===== src/rtl/jtt_pkg.sv =====
// Shared types and default sizing for the multi-bank jump target table.
// Default geometry: 4 banks of 32 entries with 12-bit targets.
package jtt_pkg;

    localparam int unsigned JTT_ADDR_W    = 12;
    localparam int unsigned JTT_IDX_W     = 5;
    localparam int unsigned JTT_NUM_BANKS = 4;

    // Bank select width, never narrower than one bit.
    function automatic int unsigned jtt_bank_w(input int unsigned num_banks);
        return (num_banks > 1) ? $clog2(num_banks) : 1;
    endfunction

    localparam int unsigned BANK_W  = jtt_bank_w(JTT_NUM_BANKS);
    localparam int unsigned ENTRIES = JTT_NUM_BANKS << JTT_IDX_W;

    typedef enum logic [0:0] {
        INIT,
        READY
    } jtt_state_t;

    typedef struct packed {
        logic                  vld;
        logic [JTT_ADDR_W-1:0] tgt;
    } jtt_entry_t;

endpackage


===== src/rtl/jump_target_table_if.sv =====
// Lookup and loader-write bus of the jump target table.
// The master side is driven by the branch unit and program loader.
interface jump_target_table_if
    import jtt_pkg::*;
#(
    parameter int unsigned ADDR_W = JTT_ADDR_W,
    parameter int unsigned IDX_W  = JTT_IDX_W,
    parameter int unsigned BANK_W = jtt_pkg::BANK_W
);

    logic [BANK_W-1:0] bank_sel;
    logic              rd_en;
    logic [IDX_W-1:0]  rd_idx;
    logic              rel_mode;
    logic [ADDR_W-1:0] pc;
    logic [ADDR_W-1:0] jump;
    logic              jump_valid;
    logic              rd_err;
    logic              wrap;
    logic              wr_en;
    logic [BANK_W-1:0] wr_bank;
    logic [IDX_W-1:0]  wr_idx;
    logic [ADDR_W-1:0] wr_data;
    logic              wr_ready;
    logic              init_done;

    modport master (
        output bank_sel, rd_en, rd_idx, rel_mode, pc,
        output wr_en, wr_bank, wr_idx, wr_data,
        input  jump, jump_valid, rd_err, wrap, wr_ready, init_done
    );

    modport slave (
        input  bank_sel, rd_en, rd_idx, rel_mode, pc,
        input  wr_en, wr_bank, wr_idx, wr_data,
        output jump, jump_valid, rd_err, wrap, wr_ready, init_done
    );

endinterface


===== src/rtl/jtt_rel_adder.sv =====
// PC-relative target adder; carry_o flags a wrap past the top of the address space.
module jtt_rel_adder #(
    parameter int unsigned ADDR_W = 12
) (
    input  logic [ADDR_W-1:0] pc_i,
    input  logic [ADDR_W-1:0] ofs_i,
    output logic [ADDR_W-1:0] sum_o,
    output logic              carry_o
);

    always_comb begin
        {carry_o, sum_o} = {1'b0, pc_i} + {1'b0, ofs_i};
    end

endmodule


===== src/rtl/jump_target_table.sv =====
// Multi-bank runtime-writable branch target store with a post-reset valid-bit sweep
// and a registered one-cycle lookup (absolute or PC-relative).
module jump_target_table
    import jtt_pkg::*;
#(
    parameter int unsigned ADDR_W    = JTT_ADDR_W,
    parameter int unsigned IDX_W     = JTT_IDX_W,
    parameter int unsigned NUM_BANKS = JTT_NUM_BANKS
) (
    input  logic                      clk_i,
    input  logic                      rst_ni,
    jump_target_table_if.slave        bus
);

    localparam int unsigned BankW   = jtt_bank_w(NUM_BANKS);
    localparam int unsigned Entries = NUM_BANKS << IDX_W;
    localparam int unsigned LinW    = BankW + IDX_W;

    localparam logic [LinW-1:0]  LastCnt   = LinW'(Entries - 1);
    localparam logic [BankW:0]   NumBanksL = (BankW + 1)'(NUM_BANKS);

    typedef struct packed {
        logic              vld;
        logic [ADDR_W-1:0] tgt;
    } entry_t;

    jtt_state_t        state_q, state_d;
    logic [LinW-1:0]   cnt_q, cnt_d;

    logic [Entries-1:0] vld_q;
    logic [ADDR_W-1:0]  tgt_mem [Entries];

    logic [ADDR_W-1:0] jump_q, jump_d;
    logic              jump_valid_q, jump_valid_d;
    logic              rd_err_q, rd_err_d;
    logic              wrap_q, wrap_d;

    logic              ready;
    logic              wr_fire;
    logic [LinW-1:0]   wr_addr;
    logic [LinW-1:0]   rd_addr;
    logic              rd_bank_ok;
    entry_t            rd_entry;
    logic [ADDR_W-1:0] rel_sum;
    logic              rel_carry;

    // ---------------- Init sweep FSM ----------------
    always_ff @(posedge clk_i or negedge rst_ni) begin
        if (!rst_ni) begin
            state_q <= INIT;
            cnt_q   <= '0;
        end else begin
            state_q <= state_d;
            cnt_q   <= cnt_d;
        end
    end

    always_comb begin
        state_d = state_q;
        cnt_d   = cnt_q;
        unique case (state_q)
            INIT: begin
                cnt_d = cnt_q + 1'b1;
                if (cnt_q == LastCnt) begin
                    state_d = READY;
                end
            end
            READY: begin
                state_d = READY;
            end
            default: begin
                state_d = INIT;
            end
        endcase
    end

    assign ready = (state_q == READY);

    // ---------------- Storage ----------------
    assign wr_addr    = {bus.wr_bank, bus.wr_idx};
    assign rd_addr    = {bus.bank_sel, bus.rd_idx};
    assign wr_fire    = bus.wr_en && ready && ({1'b0, bus.wr_bank} < NumBanksL);
    assign rd_bank_ok = ({1'b0, bus.bank_sel} < NumBanksL);

    // Valid bits are cleared only by the sweep, so no reset branch here.
    always_ff @(posedge clk_i) begin
        if (!ready) begin
            vld_q[cnt_q] <= 1'b0;
        end else if (wr_fire) begin
            vld_q[wr_addr] <= 1'b1;
        end
    end

    always_ff @(posedge clk_i) begin
        if (wr_fire) begin
            tgt_mem[wr_addr] <= bus.wr_data;
        end
    end

    // ---------------- Lookup ----------------
    always_comb begin
        rd_entry.vld = 1'b0;
        rd_entry.tgt = '0;
        if (rd_bank_ok) begin
            rd_entry.vld = vld_q[rd_addr];
            rd_entry.tgt = tgt_mem[rd_addr];
            // Write-first bypass for a same-cycle write to the looked-up entry.
            if (wr_fire && (wr_addr == rd_addr)) begin
                rd_entry.vld = 1'b1;
                rd_entry.tgt = bus.wr_data;
            end
        end
    end

    jtt_rel_adder #(
        .ADDR_W (ADDR_W)
    ) u_rel_adder (
        .pc_i    (bus.pc),
        .ofs_i   (rd_entry.tgt),
        .sum_o   (rel_sum),
        .carry_o (rel_carry)
    );

    always_comb begin
        jump_d       = jump_q;
        jump_valid_d = 1'b0;
        rd_err_d     = 1'b0;
        wrap_d       = 1'b0;
        if (bus.rd_en) begin
            if (!ready || !rd_entry.vld) begin
                rd_err_d = 1'b1;
                jump_d   = '0;
            end else begin
                jump_valid_d = 1'b1;
                if (bus.rel_mode) begin
                    jump_d = rel_sum;
                    wrap_d = rel_carry;
                end else begin
                    jump_d = rd_entry.tgt;
                end
            end
        end
    end

    always_ff @(posedge clk_i or negedge rst_ni) begin
        if (!rst_ni) begin
            jump_q       <= '0;
            jump_valid_q <= 1'b0;
            rd_err_q     <= 1'b0;
            wrap_q       <= 1'b0;
        end else begin
            jump_q       <= jump_d;
            jump_valid_q <= jump_valid_d;
            rd_err_q     <= rd_err_d;
            wrap_q       <= wrap_d;
        end
    end

    assign bus.jump       = jump_q;
    assign bus.jump_valid = jump_valid_q;
    assign bus.rd_err     = rd_err_q;
    assign bus.wrap       = wrap_q;
    assign bus.wr_ready   = ready;
    assign bus.init_done  = ready;

endmodule


===== src/flat_wrapper.sv =====
// flat-port wrapper written by rule: the top's interface ports become plain ports
module jump_target_table_flat import jtt_pkg::*;
#(
    parameter int unsigned ADDR_W    = JTT_ADDR_W,
    parameter int unsigned IDX_W     = JTT_IDX_W,
    parameter int unsigned NUM_BANKS = JTT_NUM_BANKS
)
  (clk_i, rst_ni, bus_bank_sel, bus_rd_en, bus_rd_idx, bus_rel_mode, bus_pc, bus_wr_en, bus_wr_bank, bus_wr_idx, bus_wr_data, bus_jump, bus_jump_valid, bus_rd_err, bus_wrap, bus_wr_ready, bus_init_done);
  jump_target_table_if #(.ADDR_W(ADDR_W), .IDX_W(IDX_W), .BANK_W((2))) bus_i ();
  input  logic clk_i;
  input  logic rst_ni;
  input wire logic [$bits(bus_i.bank_sel)-1:0] bus_bank_sel;
  input wire logic [$bits(bus_i.rd_en)-1:0] bus_rd_en;
  input wire logic [$bits(bus_i.rd_idx)-1:0] bus_rd_idx;
  input wire logic [$bits(bus_i.rel_mode)-1:0] bus_rel_mode;
  input wire logic [$bits(bus_i.pc)-1:0] bus_pc;
  input wire logic [$bits(bus_i.wr_en)-1:0] bus_wr_en;
  input wire logic [$bits(bus_i.wr_bank)-1:0] bus_wr_bank;
  input wire logic [$bits(bus_i.wr_idx)-1:0] bus_wr_idx;
  input wire logic [$bits(bus_i.wr_data)-1:0] bus_wr_data;
  output wire logic [$bits(bus_i.jump)-1:0] bus_jump;
  output wire logic [$bits(bus_i.jump_valid)-1:0] bus_jump_valid;
  output wire logic [$bits(bus_i.rd_err)-1:0] bus_rd_err;
  output wire logic [$bits(bus_i.wrap)-1:0] bus_wrap;
  output wire logic [$bits(bus_i.wr_ready)-1:0] bus_wr_ready;
  output wire logic [$bits(bus_i.init_done)-1:0] bus_init_done;
  assign bus_i.bank_sel = bus_bank_sel;
  assign bus_i.rd_en = bus_rd_en;
  assign bus_i.rd_idx = bus_rd_idx;
  assign bus_i.rel_mode = bus_rel_mode;
  assign bus_i.pc = bus_pc;
  assign bus_i.wr_en = bus_wr_en;
  assign bus_i.wr_bank = bus_wr_bank;
  assign bus_i.wr_idx = bus_wr_idx;
  assign bus_i.wr_data = bus_wr_data;
  assign bus_jump = bus_i.jump;
  assign bus_jump_valid = bus_i.jump_valid;
  assign bus_rd_err = bus_i.rd_err;
  assign bus_wrap = bus_i.wrap;
  assign bus_wr_ready = bus_i.wr_ready;
  assign bus_init_done = bus_i.init_done;
  jump_target_table #(.ADDR_W(ADDR_W), .IDX_W(IDX_W), .NUM_BANKS(NUM_BANKS)) u_core (.clk_i(clk_i), .rst_ni(rst_ni), .bus(bus_i));
endmodule

===== config.mk =====
export PLATFORM = sky130hd
export DESIGN_NAME = jump_target_table_flat
export DESIGN_NICKNAME = d
export VERILOG_FILES = /design/src/rtl/jtt_pkg.sv /design/src/rtl/jump_target_table_if.sv /design/src/rtl/jtt_rel_adder.sv /design/src/rtl/jump_target_table.sv /design/src/flat_wrapper.sv
export SDC_FILE = /design/constraint.sdc
export NUM_CORES = 2
export LEC_CHECK = 0
export CAP_MARGIN = 40
export CELL_PAD_IN_SITES_DETAIL_PLACEMENT = 1
export CELL_PAD_IN_SITES_GLOBAL_PLACEMENT = 2
export CORE_ASPECT_RATIO = 2
export CORE_UTILIZATION = 53
export CTS_CLUSTER_SIZE = 40
export DETAILED_ROUTE_END_ITERATION = 6
export PLACE_DENSITY_LB_ADDON = 0.1
export SLEW_MARGIN = 30
export SYNTH_ARGS = -nofsm -noshare
export SYNTH_HDL_FRONTEND = slang
export SYNTH_HIERARCHICAL = 1
export SYNTH_SLANG_ARGS = --single-unit
export TNS_END_PERCENT = 5

===== constraint.sdc =====
create_clock -name clk_i -period 10.86 [get_ports clk_i]
set_input_delay 2.172 -clock clk_i [delete_from_list [all_inputs] [get_ports clk_i]]
set_output_delay 2.172 -clock clk_i [all_outputs]
set_load 0.03 [all_outputs]

==> metrics <==
RD Place Congestion 0.906; largest net degree at the start of global routing 90; hold path depth 1; Storage cell area 0.0505 sq mm; critical path fanouts, max 42; hold slack between 500 and 600 ps; DRC 0; Nets 3946; Die H 512 microns; syn avg cell area 18.6 sq um; P&R area growth vs syn 12.0%; detailed placement HPWL about 140000 microns; crit path to u_core/bus.jump[11]; Layout Cells excl Fill 5694; Leak 24.7 nW; Post-synth EDFFs 1664; CTS Hold Bufs 0; Final Slew Violations 0; Rows ~190; CTS Sinks 1687; via count 37.8k; gr usage total 0.322; final WL 209000 microns; Worst-Skew Late Latency 800 ps; f_max 141 MHz; max cap viols 0; final core occ 0.600; post-synthesis sequential area ratio 0.734; Post-CTS Setup Inserts 0; 1st-iter DRT viols ~3.5k; CTS tree done; PortBufs 59; core area 0.129 sq mm; Multi-input gate area 0.0172 sq mm; Reg2Reg Setup Slack around 5500 ps; min-delay worst type register to register; synthesized cell area 0.0689 sq mm; Post-synth top cells edfxtp_1, mux4_2, o21ai_0, mux2i_1, nor2_1; DP Cell Count between 5k and 6k; number of detailed-route iterations in the first pass 6; fin area between 0.07 and 0.08 sq mm; pwr/cell area 172 mW/mm^2; Area contributors post-synth edfxtp_1, mux4_2, mux2i_1, o21ai_0, a21oi_1; Worst VDD drop 0.000173 V; flops & latches, synth 1687; asr flop ratio synth 0.0136; Remaining Overflow, GRT 0; post-cts resize count 0; initial core utilization 0.535; count of cell types in the netlist 72; drt wl/cell between 30 and 40 microns; Die Area 0.132 sq mm; Post-synth top flop edfxtp_1; crit start category input port; TritonCTS Buffers roughly 150; Placement Cell Area between 0.07 and 0.08 sq mm; Slew @ Worst Pin 1040 ps; Die W 257 microns; Fillers 11.0k; Setup Skew between 20 and 25 ps; Setup TNS 0 ps; clock buffer depth 3; reg2reg end u_core/bus.jump[11]; remaining antenna violation count 0; share of layout cells above drive strength 1 0.227; I/O pin total 60; CP Launch Point bus_rd_idx[4]; worst path arrival time 7790 ps; number of vias per cell 6.64; R2R Path Start u_core/bus.init_done; Syn Inst Count 3712; Tcrit/Tclk final 0.653; Ys Warns 6; Max-slew headroom 0.296; worst endpoint required time 11560 ps; most frequent cell after synthesis edfxtp_1; Setup-failing EPs final 0; syn_nets 3769; Crit. End Element register; vias in the first global route ~40k; area share of the largest cell type after synthesis 0.725; Reg clk slew, reported paths 60 ps; R2R cell count 14; Root Driver clkbuf_16; category of the most critical setup path input port to register; Final Hold Fails 0; H-tree level count 4; crit path time final 7100 ps; RSZ-0062 raised after global routing no; most area-hungry cell type in the Yosys netlist edfxtp_1; outcome finished, final reports clean; initial antenna violation count 8; global-route wire length before repair roughly 300000 microns
-- worst min path at each step --
| stage | from | endpoint | slack, ps |
|---|---|---|---|
| detailed placement | u_core/bus.jump[10] | u_core/bus.jump[10] | 510 |
| CTS | u_core/bus.jump[10] | u_core/bus.jump[10] | 530 |
| global route | u_core/bus.jump[10] | u_core/bus.jump[10] | 540 |
| global placement | u_core/bus.jump[8] | u_core/bus.jump[8] | 520 |
| finish | u_core/bus.jump[10] | u_core/bus.jump[10] | 530 |
| floorplan | u_core/vld_q[48] | u_core/vld_q[48] | 550 |
-- where the power goes --
part	switching [mW]	internal, mW
clock network	2.42	2.89
registers	0.0000601	7.14
logic	0.525	0.267
total	2.95	10.3
-- cells by family after synthesis --
group / share of synthesized area
DFF: 0.734
AOI/OAI and AO/OA: 0.0566
muxes: 0.148
and+or+nand+nor: 0.0359
buffers and inverters: 0.0203
xor gates and xnor gates: 0.00254
adders and majority gates: 0.00265
-- state kept, by name (all words and copies together) (netlist names) --
name and cells:
u_core/bus.init_done 1, u_core/bus.jump 12, u_core/bus.jump_valid 1, u_core/bus.rd_err 1, u_core/bus.wrap 1, u_core/cnt_q 7, u_core/tgt_mem 1536, u_core/vld_q 128
-- cells in the final DEF, fill, tap and decap left out, types with 23 or more instances in the layout --
master,count
clkbuf_1,24
o221ai_1,61
mux2i_1,214
edfxtp_1,1664
dfrtp_1,23
buf_4,163
a21oi_1,149
clkbuf_16,151
a211oi_1,29
mux4_2,338
clkdlybuf4s50_1,40
clkinv_1,26
o22ai_1,80
nor2_2,47
nand3_1,48
nor3_2,24
mux2_2,41
nand2_1,105
nor2_1,133
o21ai_0,221
-- worst max-delay path, cell delays in order --
cell and delay, ps:
buf_4 500, buf_4 700, xor2_1 150, nor4_1 520, a21oi_1 390, buf_4 290, nand3_1 270, and4b_1 390
nor3_2 420, ha_1 390, a21oi_1 280, a21boi_0 300, or4_1 590, o211ai_1 120, mux2i_1 110, o22ai_1 120
-- metal layers --
layer,vias up,routed length [microns],global-route usage,share of wire
met3,527,11000,0.0460,0.053
met5,-,46,0,0.00022
met4,6,14800,0.202,0.071
met2,1560,115000,0.592,0.55
li1,15600,-,-,-
met1,20100,69000,0.344,0.33
-- cell type report --
type                       instances  share of cell area
timing repair buffer             253              0.0310
inverter                          24             0.00117
sequential                      1687               0.655
antenna                            2           0.0000649
clock inverter                    86              0.0120
clock buffer                     176              0.0503
tap                             1692              0.0274
multi-input combinational       1774               0.223
-- through the flow --
| step | power [mW] | setup WS (ps) |
|---|---|---|
| after floorplan | 7.71 | 5050 |
| after global placement | 8.04 | 2820 |
| after detailed placement | 8.06 | 3080 |
| after CTS | 13.3 | 3920 |
| after global routing | 13.5 | 3630 |
| final | 13.2 | 3760 |
(Power assumes the default switching activity.)
